--- src/rtl/fetch_pc.sv ---
// -----------------------------------------------------------------------------
// fetch_pc
//
// Instruction-fetch program counter generator. Holds the PC that addresses
// instruction memory and feeds the IF/ID register, and supplies a
// branch-prediction flag that travels with the fetched instruction.
//
// Optional feature macro: FETCH_BTB_EN
//   defined   - a direct-mapped branch target buffer (BTB) with 2-bit
//               saturating counters predicts taken branches at fetch.
//   undefined - no BTB storage; predict_jump_enable_o is tied to 0 and the
//               bpu_update_* inputs are ignored.
//
// Parameters:
//   RESET_PC   PC loaded by reset.
//   BTB_DEPTH  number of BTB entries (power of two, >= 2).
//
// Ports:
//   clk                    sole clock, rising edge
//   rst                    synchronous active-high reset
//   hold_flag_i[1:0]       pipeline control: 2'b00 none, 2'b01 hold_wait,
//                          2'b10 hold_flush (flush does not stall the PC)
//   jump_enable_i          execute-stage redirect request
//   jump_addr_i[31:0]      redirect target (low two bits forced to zero)
//   bpu_update_en_i        BTB training strobe
//   bpu_update_pc_i[31:0]  PC of the resolved branch
//   bpu_update_target_i    resolved target
//   bpu_update_taken_i     resolved direction
//   inst_addr_o[31:0]      registered current PC
//   predict_jump_enable_o  prediction for the instruction at inst_addr_o
// -----------------------------------------------------------------------------
module fetch_pc #(
    parameter logic [31:0] RESET_PC  = 32'h0000_0000,
    parameter int          BTB_DEPTH = 16
) (
    input  logic        clk,
    input  logic        rst,
    input  logic [1:0]  hold_flag_i,
    input  logic        jump_enable_i,
    input  logic [31:0] jump_addr_i,
    input  logic        bpu_update_en_i,
    input  logic [31:0] bpu_update_pc_i,
    input  logic [31:0] bpu_update_target_i,
    input  logic        bpu_update_taken_i,
    output logic [31:0] inst_addr_o,
    output logic        predict_jump_enable_o
);

    localparam logic [1:0] HOLD_WAIT = 2'b01;

    logic [31:0] pc_r;
    logic [31:0] next_pc_s;
    logic        predict_s;
    logic [31:0] pred_target_s;

    // Redirect targets are always word aligned; the low bits are dropped.
    logic unused_jump_lsb_s;
    assign unused_jump_lsb_s = ^jump_addr_i[1:0];

`ifdef FETCH_BTB_EN
    localparam int IW = $clog2(BTB_DEPTH);
    localparam int TW = 30 - IW;

    // Saturating 2-bit counter step up (stops at 3).
    function automatic logic [1:0] ctr_inc(input logic [1:0] c);
        return (c == 2'b11) ? 2'b11 : (c + 2'b01);
    endfunction

    // Saturating 2-bit counter step down (stops at 0).
    function automatic logic [1:0] ctr_dec(input logic [1:0] c);
        return (c == 2'b00) ? 2'b00 : (c - 2'b01);
    endfunction

    logic [BTB_DEPTH-1:0] valid_r;
    logic [TW-1:0]        tag_r    [BTB_DEPTH];
    logic [31:0]          target_r [BTB_DEPTH];
    logic [1:0]           ctr_r    [BTB_DEPTH];

    logic [IW-1:0] look_idx_s;
    logic [TW-1:0] look_tag_s;
    logic          look_hit_s;
    logic [IW-1:0] upd_idx_s;
    logic [TW-1:0] upd_tag_s;
    logic          upd_hit_s;

    // Branch PCs are word aligned, so the update PC low bits carry nothing.
    logic unused_upd_lsb_s;
    assign unused_upd_lsb_s = ^bpu_update_pc_i[1:0];

    assign look_idx_s = pc_r[2+IW-1:2];
    assign look_tag_s = pc_r[31:2+IW];
    assign upd_idx_s  = bpu_update_pc_i[2+IW-1:2];
    assign upd_tag_s  = bpu_update_pc_i[31:2+IW];

    // Lookup and update-side hit detection, both from pre-update contents.
    always_comb begin
        look_hit_s    = valid_r[look_idx_s] && (tag_r[look_idx_s] == look_tag_s);
        upd_hit_s     = valid_r[upd_idx_s] && (tag_r[upd_idx_s] == upd_tag_s);
        predict_s     = look_hit_s && ctr_r[look_idx_s][1];
        pred_target_s = target_r[look_idx_s];
    end

    // BTB training; reset invalidates all entries and drops any pending update.
    always_ff @(posedge clk) begin
        if (rst) begin
            valid_r <= '0;
            for (int i = 0; i < BTB_DEPTH; i++) begin
                ctr_r[i] <= 2'b01;
            end
        end else if (bpu_update_en_i) begin
            if (upd_hit_s) begin
                if (bpu_update_taken_i) begin
                    ctr_r[upd_idx_s]    <= ctr_inc(ctr_r[upd_idx_s]);
                    target_r[upd_idx_s] <= bpu_update_target_i;
                end else begin
                    ctr_r[upd_idx_s]    <= ctr_dec(ctr_r[upd_idx_s]);
                end
            end else if (bpu_update_taken_i) begin
                // Allocate, evicting whatever aliased into this slot.
                valid_r[upd_idx_s]  <= 1'b1;
                tag_r[upd_idx_s]    <= upd_tag_s;
                target_r[upd_idx_s] <= bpu_update_target_i;
                ctr_r[upd_idx_s]    <= 2'b10;
            end
        end
    end
`else
    logic unused_bpu_s;
    assign unused_bpu_s = ^{bpu_update_en_i, bpu_update_pc_i,
                            bpu_update_target_i, bpu_update_taken_i};

    assign predict_s     = 1'b0;
    assign pred_target_s = 32'h0000_0000;
`endif

    // Next-PC selection: redirect > hold > predicted target > sequential.
    always_comb begin
        next_pc_s = pc_r + 32'd4;
        if (jump_enable_i) begin
            next_pc_s = {jump_addr_i[31:2], 2'b00};
        end else if (hold_flag_i == HOLD_WAIT) begin
            next_pc_s = pc_r;
        end else if (predict_s) begin
            next_pc_s = pred_target_s;
        end else begin
            next_pc_s = pc_r + 32'd4;
        end
    end

    // PC register.
    always_ff @(posedge clk) begin
        if (rst) begin
            pc_r <= RESET_PC;
        end else begin
            pc_r <= next_pc_s;
        end
    end

    assign inst_addr_o           = pc_r;
    assign predict_jump_enable_o = predict_s;

endmodule
--- config.mk ---
export PLATFORM = sky130hd
export DESIGN_NAME = fetch_pc
export DESIGN_NICKNAME = d
export VERILOG_FILES = /design/src/rtl/fetch_pc.sv
export SDC_FILE = /design/constraint.sdc
export NUM_CORES = 1
export LEC_CHECK = 0
export ABC_CLOCK_PERIOD_IN_PS = 4700
export CAP_MARGIN = 15
export CORE_MARGIN = 2
export CORE_UTILIZATION = 38
export CTS_CLUSTER_SIZE = 20
export DETAILED_ROUTE_END_ITERATION = 7
export GPL_ROUTABILITY_DRIVEN = 0
export PLACE_DENSITY_LB_ADDON = 0.25
export SYNTH_ARGS = -nofsm -noshare
export SYNTH_HDL_FRONTEND = slang
export SYNTH_SLANG_ARGS = --single-unit
export TNS_END_PERCENT = 10
--- constraint.sdc ---
create_clock -name clk -period 4.7 [get_ports clk]
set_input_delay 0.94 -clock clk [delete_from_list [all_inputs] [get_ports clk]]
set_output_delay 0.94 -clock clk [all_outputs]
set_load 0.02 [all_outputs]
==> metrics.md, run 1 <==
| Metric | Value |
|---|---|
| Post-CTS setup buffer count | 0 |
| Async SR Flop Fraction | 0% |
| Worst Hold End | inst_addr_o[31] |
| P_sw | 195.3 µW |
| Hold Path Depth | 3 |
| WP data required | 4.87 ns |
| Dominant cell type by area after synthesis | dfxtp_1 |
| Total wire length | 5520 µm |
| Synthesis warning total | 0 |
| Critical-path maximum fanout | 13 |
| Synthesized cell area | 1907 µm² |
| Post-DP HPWL | 3872 µm |
| Clock Power Share | 32.2% |
| Synth cell count leaders | dfxtp_1, nor2_1, nand2_1, a211oi_1, clkbuf_1 |
| Worst VDD drop | 0.0001421 V |
| Setup TNS | 0 ns |
| RSZ-0062 raised after global routing | no |
| Worst-Margin Slew | 1.028 ns |
| Die Span X | 74.84 µm |
| Clk slew on worst S/H paths | 0.07 ns |
| Layout Skew | 0.003900 ns |
| Number of routed nets with antenna violations | 0 |
| Layout Nets | 401 |
| Largest net degree at the start of global routing | 37 |
| Setup WS pre-CTS | 1.510 ns |
| Final Hold Fails | 0 |
| Drt wl/cell | 15.12 µm |
| DR DRC count | 0 |
| Max-slew violations | 0 |
| Crit start category | input port |
| Top-count cell post-synth | dfxtp_1 |
| Fin cells | 365 |
| Iter 0 DRT Violations | 112 |
| Fraction of layout cells with a size suffix above 1 | 5.705% |
| Endpoint class of the critical path | flip-flop |
| Finished layout cell area | 2661 µm² |
| Fin crit share | 62.56% |
| Pwr dens | 249.8 nW/µm² |
| Netlist cell types | 44 |
| Post-DP Area | 2570 µm² |
| Total GRT Usage | 21.36% |
| Post-synthesis sequential area ratio | 31.50% |
| Initial antenna violation count | 0 |
| Final setup viols | 0 |
| Min-delay src | inst_addr_o[30] |
| Yosys top cell area share | 31.50% |
| R2R Setup Slk | 2.28 ns |
| Clk Latency, worst-skew pair | 0.28 ns |
| HP Class | flip-flop to flip-flop |
| Vias | 2085 |
| Root buffer cell | clkbuf_8 |
| First-pass GRT wire length | 9335 µm |
| R2R Path End | inst_addr_o[21] |
| Top post-synthesis cells by area | dfxtp_1, a211oi_1, nand4_1, nor2_1, nand2_1 |
| Rel. slew slack | 30.87% |
| CTS tree | built |
| MaxCap Viol Count | 0 |
| Tmin final | 2.940 ns |
| Cell count after synthesis | 242 |
| Clk buf depth | 2 |
| Hold buffer count at CTS | 0 |
| Comb power frac | 22.4% |
| Max reg flops | 30 |
| P_leak | 0.8708 nW |
| Die Y | 74.84 µm |
| Sink Count | 30 |
| # IOs | 136 |
| Initial Utilization | 39.84% |
| Flop pwr share | 45.4% |
| Critical path arrival | 3.11 ns |
| Number of gates resized after CTS | 0 |
| Vias in the first global route | 1980 |
| R2R Path Start | inst_addr_o[4] |
| P_int | 469.6 µW |
| H-tree levels | 2 |
| Core ar. | 4786 µm² |
| Run status | finished, final reports clean |
| Flops & latches, synth | 30 |
| Post-route setup slack | 1.760 ns |
| Clock buffer count from CTS | 5 |
| Drt pass-1 iters | 4 |
| Cell Rows | 25 |
| Main flop type after synthesis | dfxtp_1 |
| Ant diodes | 0 |
| Buffers on Ports | 64 |
| Max Freq | 0.3401 GHz |
| Die Area | 5600 µm² |
| Dpl cells | 357 |
| Switching portion of total power | 29.37% |
| Vias/cell | 5.712 |
| Reg2reg path depth | 4 |
| CP Class | input port to flip-flop |
| Area Overhead vs Synth | 39.57% |
| Post-synth EDFFs | 0 |
| Syn avg cell area | 7.879 µm² |
| Overflow after GRT | 0 |
## through the flow
step           hold WS [ns]  power, mW  util, %
2_1_floorplan        0.5929     0.3778        -
3_3_place_gp         0.5326     0.4535    53.70
3_5_place_dp         0.5437     0.4553    53.70
4_1_cts              0.5519     0.6677    55.61
5_1_grt              0.5877     0.7025    55.61
6_report             0.5542     0.6648    55.61
## how the worst max path moves through the flow
stage | start | to | cells past startpoint
detailed placement | hold_flag_i[0] | inst_addr_o[25] | 5
CTS | hold_flag_i[0] | inst_addr_o[25] | 5
floorplan | hold_flag_i[0] | inst_addr_o[20] | 4
global placement | hold_flag_i[0] | inst_addr_o[25] | 5
finish | hold_flag_i[0] | inst_addr_o[25] | 5
global route | hold_flag_i[0] | inst_addr_o[19] | 5
## power by group through the flow
stage	sequential, mW	combinational, mW	clock, mW
floorplan	0.320	0.0574	0
global placement	0.306	0.147	0
detailed placement	0.307	0.149	0
CTS	0.301	0.149	0.217
global route	0.305	0.162	0.235
finish	0.302	0.149	0.214
## logic make-up (layout without fill, tap and decap cells)
group           after synthesis  after routing  share of synthesized area [%]
fa+ha+maj                     1              1                         0.6561
xor+xnor                     10             10                          4.593
simple gates                122            122                          36.29
flops                        30             30                          31.50
buf+inv                      30             84                          6.758
other cells                   1              3                         0.1967
compound gates               48             48                          20.01
## layout by cell type, fill, tap and decap left out, types with 2 or more instances in the layout
master,Yosys,layout
and3_1,7,7
a311oi_1,7,7
nor4b_1,4,4
or2_2,3,3
o211ai_1,2,2
nor3_1,8,8
nor4_1,9,9
inv_1,8,8
xnor2_1,7,7
clkdlybuf4s50_1,0,64
nor2b_1,4,4
o21ai_0,2,2
or3_1,4,4
a21oi_1,2,2
nand3_1,13,13
nor2_1,20,20
clkbuf_8,0,6
nand4_1,12,12
dfxtp_1,30,30
and4_1,8,8
xor2_1,3,3
or4_1,4,4
a32oi_1,2,2
a211oi_1,14,14
buf_4,3,4
nand2b_1,2,2
conb_1,1,3
o31ai_1,5,5
a2111oi_0,7,7
nand2_1,19,19
## worst max-delay path, stage by stage
cell and delay, ns:
clkdlybuf4s50_1 0.47, nor2b_1 0.76, nor3_1 0.37, a311o_1 0.44, o2111a_1 0.13
## per-layer routing
metal  share of wire, %  global-route usage [%]  up-vias
met5                  0                       0        -
met2                 45                   33.82       75
met1                 47                   29.47      960
met3                7.9                   5.087        4
li1                   -                       -     1046
met4               0.62                   5.159        0
## area by class of cell
cell class	count	area, µm²
inverters	8	30.03
repair buffers	68	670.6
well taps	67	83.83
flip-flops and latches	30	600.6
multi-input cells	184	1185
clock inverters	1	5.005
fillers	470	2125
clock buffers	7	86.33
No activity file was read; power rests on OpenSTA's default activity.
==> inputs of run 2 (changes only) <==
--- a/config.mk
+++ b/config.mk
@@ -5,10 +5,10 @@
 export SDC_FILE = /design/constraint.sdc
 export NUM_CORES = 1
 export LEC_CHECK = 0
-export ABC_CLOCK_PERIOD_IN_PS = 4700
+export ABC_CLOCK_PERIOD_IN_PS = 2800
 export CAP_MARGIN = 15
 export CORE_MARGIN = 2
-export CORE_UTILIZATION = 38
+export CORE_UTILIZATION = 35
 export CTS_CLUSTER_SIZE = 20
 export DETAILED_ROUTE_END_ITERATION = 7
 export GPL_ROUTABILITY_DRIVEN = 0
==> constraint.sdc (replaced) <==
create_clock -name clk -period 2.8 [get_ports clk]
set_input_delay 0.56 -clock clk [delete_from_list [all_inputs] [get_ports clk]]
set_output_delay 0.56 -clock clk [all_outputs]
set_load 0.02 [all_outputs]
==> run 2 against run 1 <==
Clock skew up 0.0015 ns. Die area up 8.1%. Largest cell class unchanged. Worst setup slack worse by 1.2 ns. Highest routed layer unchanged. Clock-buffer cell count unchanged. Worst hold slack worse by 0.0070 ns. Register-to-register slack worse by 1.7 ns. First-iteration DRC count up 6.3%. Critical path depth unchanged. Total power up 70%. Core utilization down 2.8 points. Global-route usage down 1.9 points. Cell area up 2.7%.
==> metrics.md, run 2 (synthesized netlist as in run 1, its figures left out) <==
| Metric | Value |
|---|---|
| Run status | finished, final reports clean |
| Die Span X | 77.81 µm |
| Layout Nets | 410 |
| Fraction of layout cells with a size suffix above 1 | 8.469% |
| Hold buffer count at CTS | 0 |
| Initial Utilization | 36.87% |
| Clk Latency, worst-skew pair | 0.28 ns |
| Total GRT Usage | 19.50% |
| Initial antenna violation count | 0 |
| CP Class | input port to flip-flop |
| HP Class | flip-flop to flip-flop |
| Final setup viols | 0 |
| Max Freq | 0.4413 GHz |
| Drt pass-1 iters | 4 |
| Met1 WL | 2808 µm |
| P_leak | 0.9164 nW |
| CTS tree | built |
| Worst setup path end | inst_addr_o[20] |
| Number of routed nets with antenna violations | 0 |
| Area Overhead vs Synth | 43.31% |
| RSZ-0062 raised after global routing | no |
| Buffers on Ports | 64 |
| Die Y | 77.81 µm |
| Vias in the first global route | 1955 |
| Crit start category | input port |
| Crit path depth | 5 |
| Reg2reg path depth | 4 |
| Critical Path Start | hold_flag_i[0] |
| Clk buf depth | 2 |
| Met3 WL | 345 µm |
| Iter 0 DRT Violations | 119 |
| Die Area | 6054 µm² |
| Vias | 2103 |
| Slowest stage cell on the critical path | or4_4 |
| Setup TNS | 0 ns |
| Number of gates resized after CTS | 0 |
| Delay-heaviest family, CP | simple AND/OR/NAND/NOR gates |
| Largest stage delay on the critical path | 0.55 ns |
| Critical-path maximum fanout | 6 |
| Drt wl/cell | 15.32 µm |
| Worst VDD drop | 0.0002010 V |
| MaxCap Viol Count | 0 |
| Cell Chain, Critical Path | clkdlybuf4s50_1 -> nor2b_1 -> or4_4 -> or4_1 -> a311oi_1 |
| Post-CTS setup buffer count | 0 |
| Endpoint class of the critical path | flip-flop |
| Ant diodes | 0 |
| Largest net degree at the start of global routing | 36 |
| Layout Skew | 0.005388 ns |
| Fin crit share | 80.93% |
| Critical path arrival | 2.46 ns |
| WP data required | 2.99 ns |
| Pwr dens | 412.8 nW/µm² |
| DR WL met2 | 2576 µm |
| DR DRC count | 0 |
| R2R Setup Slk | 0.57 ns |
| Root buffer cell | clkbuf_8 |
| Commonest non-fill, non-tap cell in the layout | clkdlybuf4s50_1 |
| H-tree levels | 2 |
| R2R Path End | inst_addr_o[21] |
| Clock buffer count from CTS | 5 |
| Tmin final | 2.266 ns |
| Max reg flops | 30 |
| Core ar. | 5172 µm² |
| Post-DP HPWL | 4038 µm |
| Clk slew on worst S/H paths | 0.06 ns |
| Final Hold Fails | 0 |
| Worst path bufs/invs | 1 |
| R2R Path Start | inst_addr_o[4] |
| # IOs | 136 |
| Final Hold Slack | 0.5472 ns |
| Max layer used | met4 |
| Cell Rows | 26 |
| Sink Count | 30 |
| Most frequent cells in the layout | clkdlybuf4s50_1, dfxtp_1, nor2_1 |
| Total wire length | 5774 µm |
| Overflow after GRT | 0 |
| Vias/cell | 5.578 |
| First-pass GRT wire length | 9625 µm |
| Max-slew violations | 0 |
[run 2: worst min-delay path by stage]
stage,startpoint,to,slack (ns),cells after the start
final,inst_addr_o[30],inst_addr_o[31],0.55,3
after global routing,inst_addr_o[22],inst_addr_o[22],0.60,2
after CTS,inst_addr_o[30],inst_addr_o[31],0.55,3
after detailed placement,inst_addr_o[30],inst_addr_o[31],0.53,3
after global placement,inst_addr_o[13],inst_addr_o[13],0.54,2
after floorplan,inst_addr_o[30],inst_addr_o[31],0.59,3
[run 2: area by class of cell]
| cell class | instances | area [µm²] |
|---|---|---|
| multi-input combinational | 184 | 1185 |
| clock inverter | 1 | 5.005 |
| tap | 70 | 87.58 |
| fill | 497 | 2440 |
| clock buffer | 7 | 86.33 |
| sequential | 30 | 600.6 |
| timing repair buffer | 77 | 738.2 |
| inverter | 8 | 30.03 |
[run 2: worst register-to-register path, delay by kind of cell (launching register included)]
| kind | cells | cell delay [ns] |
|---|---|---|
| flip-flops | 1 | 0.42 |
| AO/OA/AOI/OAI | 1 | 0.32 |
| AND/OR/NAND/NOR | 3 | 1.38 |
[run 2: routing by layer]
layer,GRT usage (%),vias up
li1,-,1069
met1,26.99,957
met2,31.03,72
met3,4.070,5
met4,4.286,0
met5,0,-
[run 2: through the flow]
step	cell area, µm²	worst slack, ns	util (%)	total power, mW	std cells
2_1_floorplan	1914	0.7176	-	0.6341	244
3_3_place_gp	2641	0.2772	51.06	0.7711	369
3_5_place_dp	2641	0.2253	51.06	0.7721	369
4_1_cts	2733	0.5188	52.83	1.136	377
5_1_grt	2733	0.3950	52.83	1.179	377
6_report	2733	0.5340	52.83	1.128	377
[run 2: where the power goes]
| part | switching (mW) | total (mW) | internal, mW |
|---|---|---|---|
| sequential | 0.0445 | 0.503 | 0.458 |
| clock | 0.166 | 0.364 | 0.198 |
| combinational | 0.124 | 0.262 | 0.138 |
| total | 0.334 | 1.13 | 0.794 |
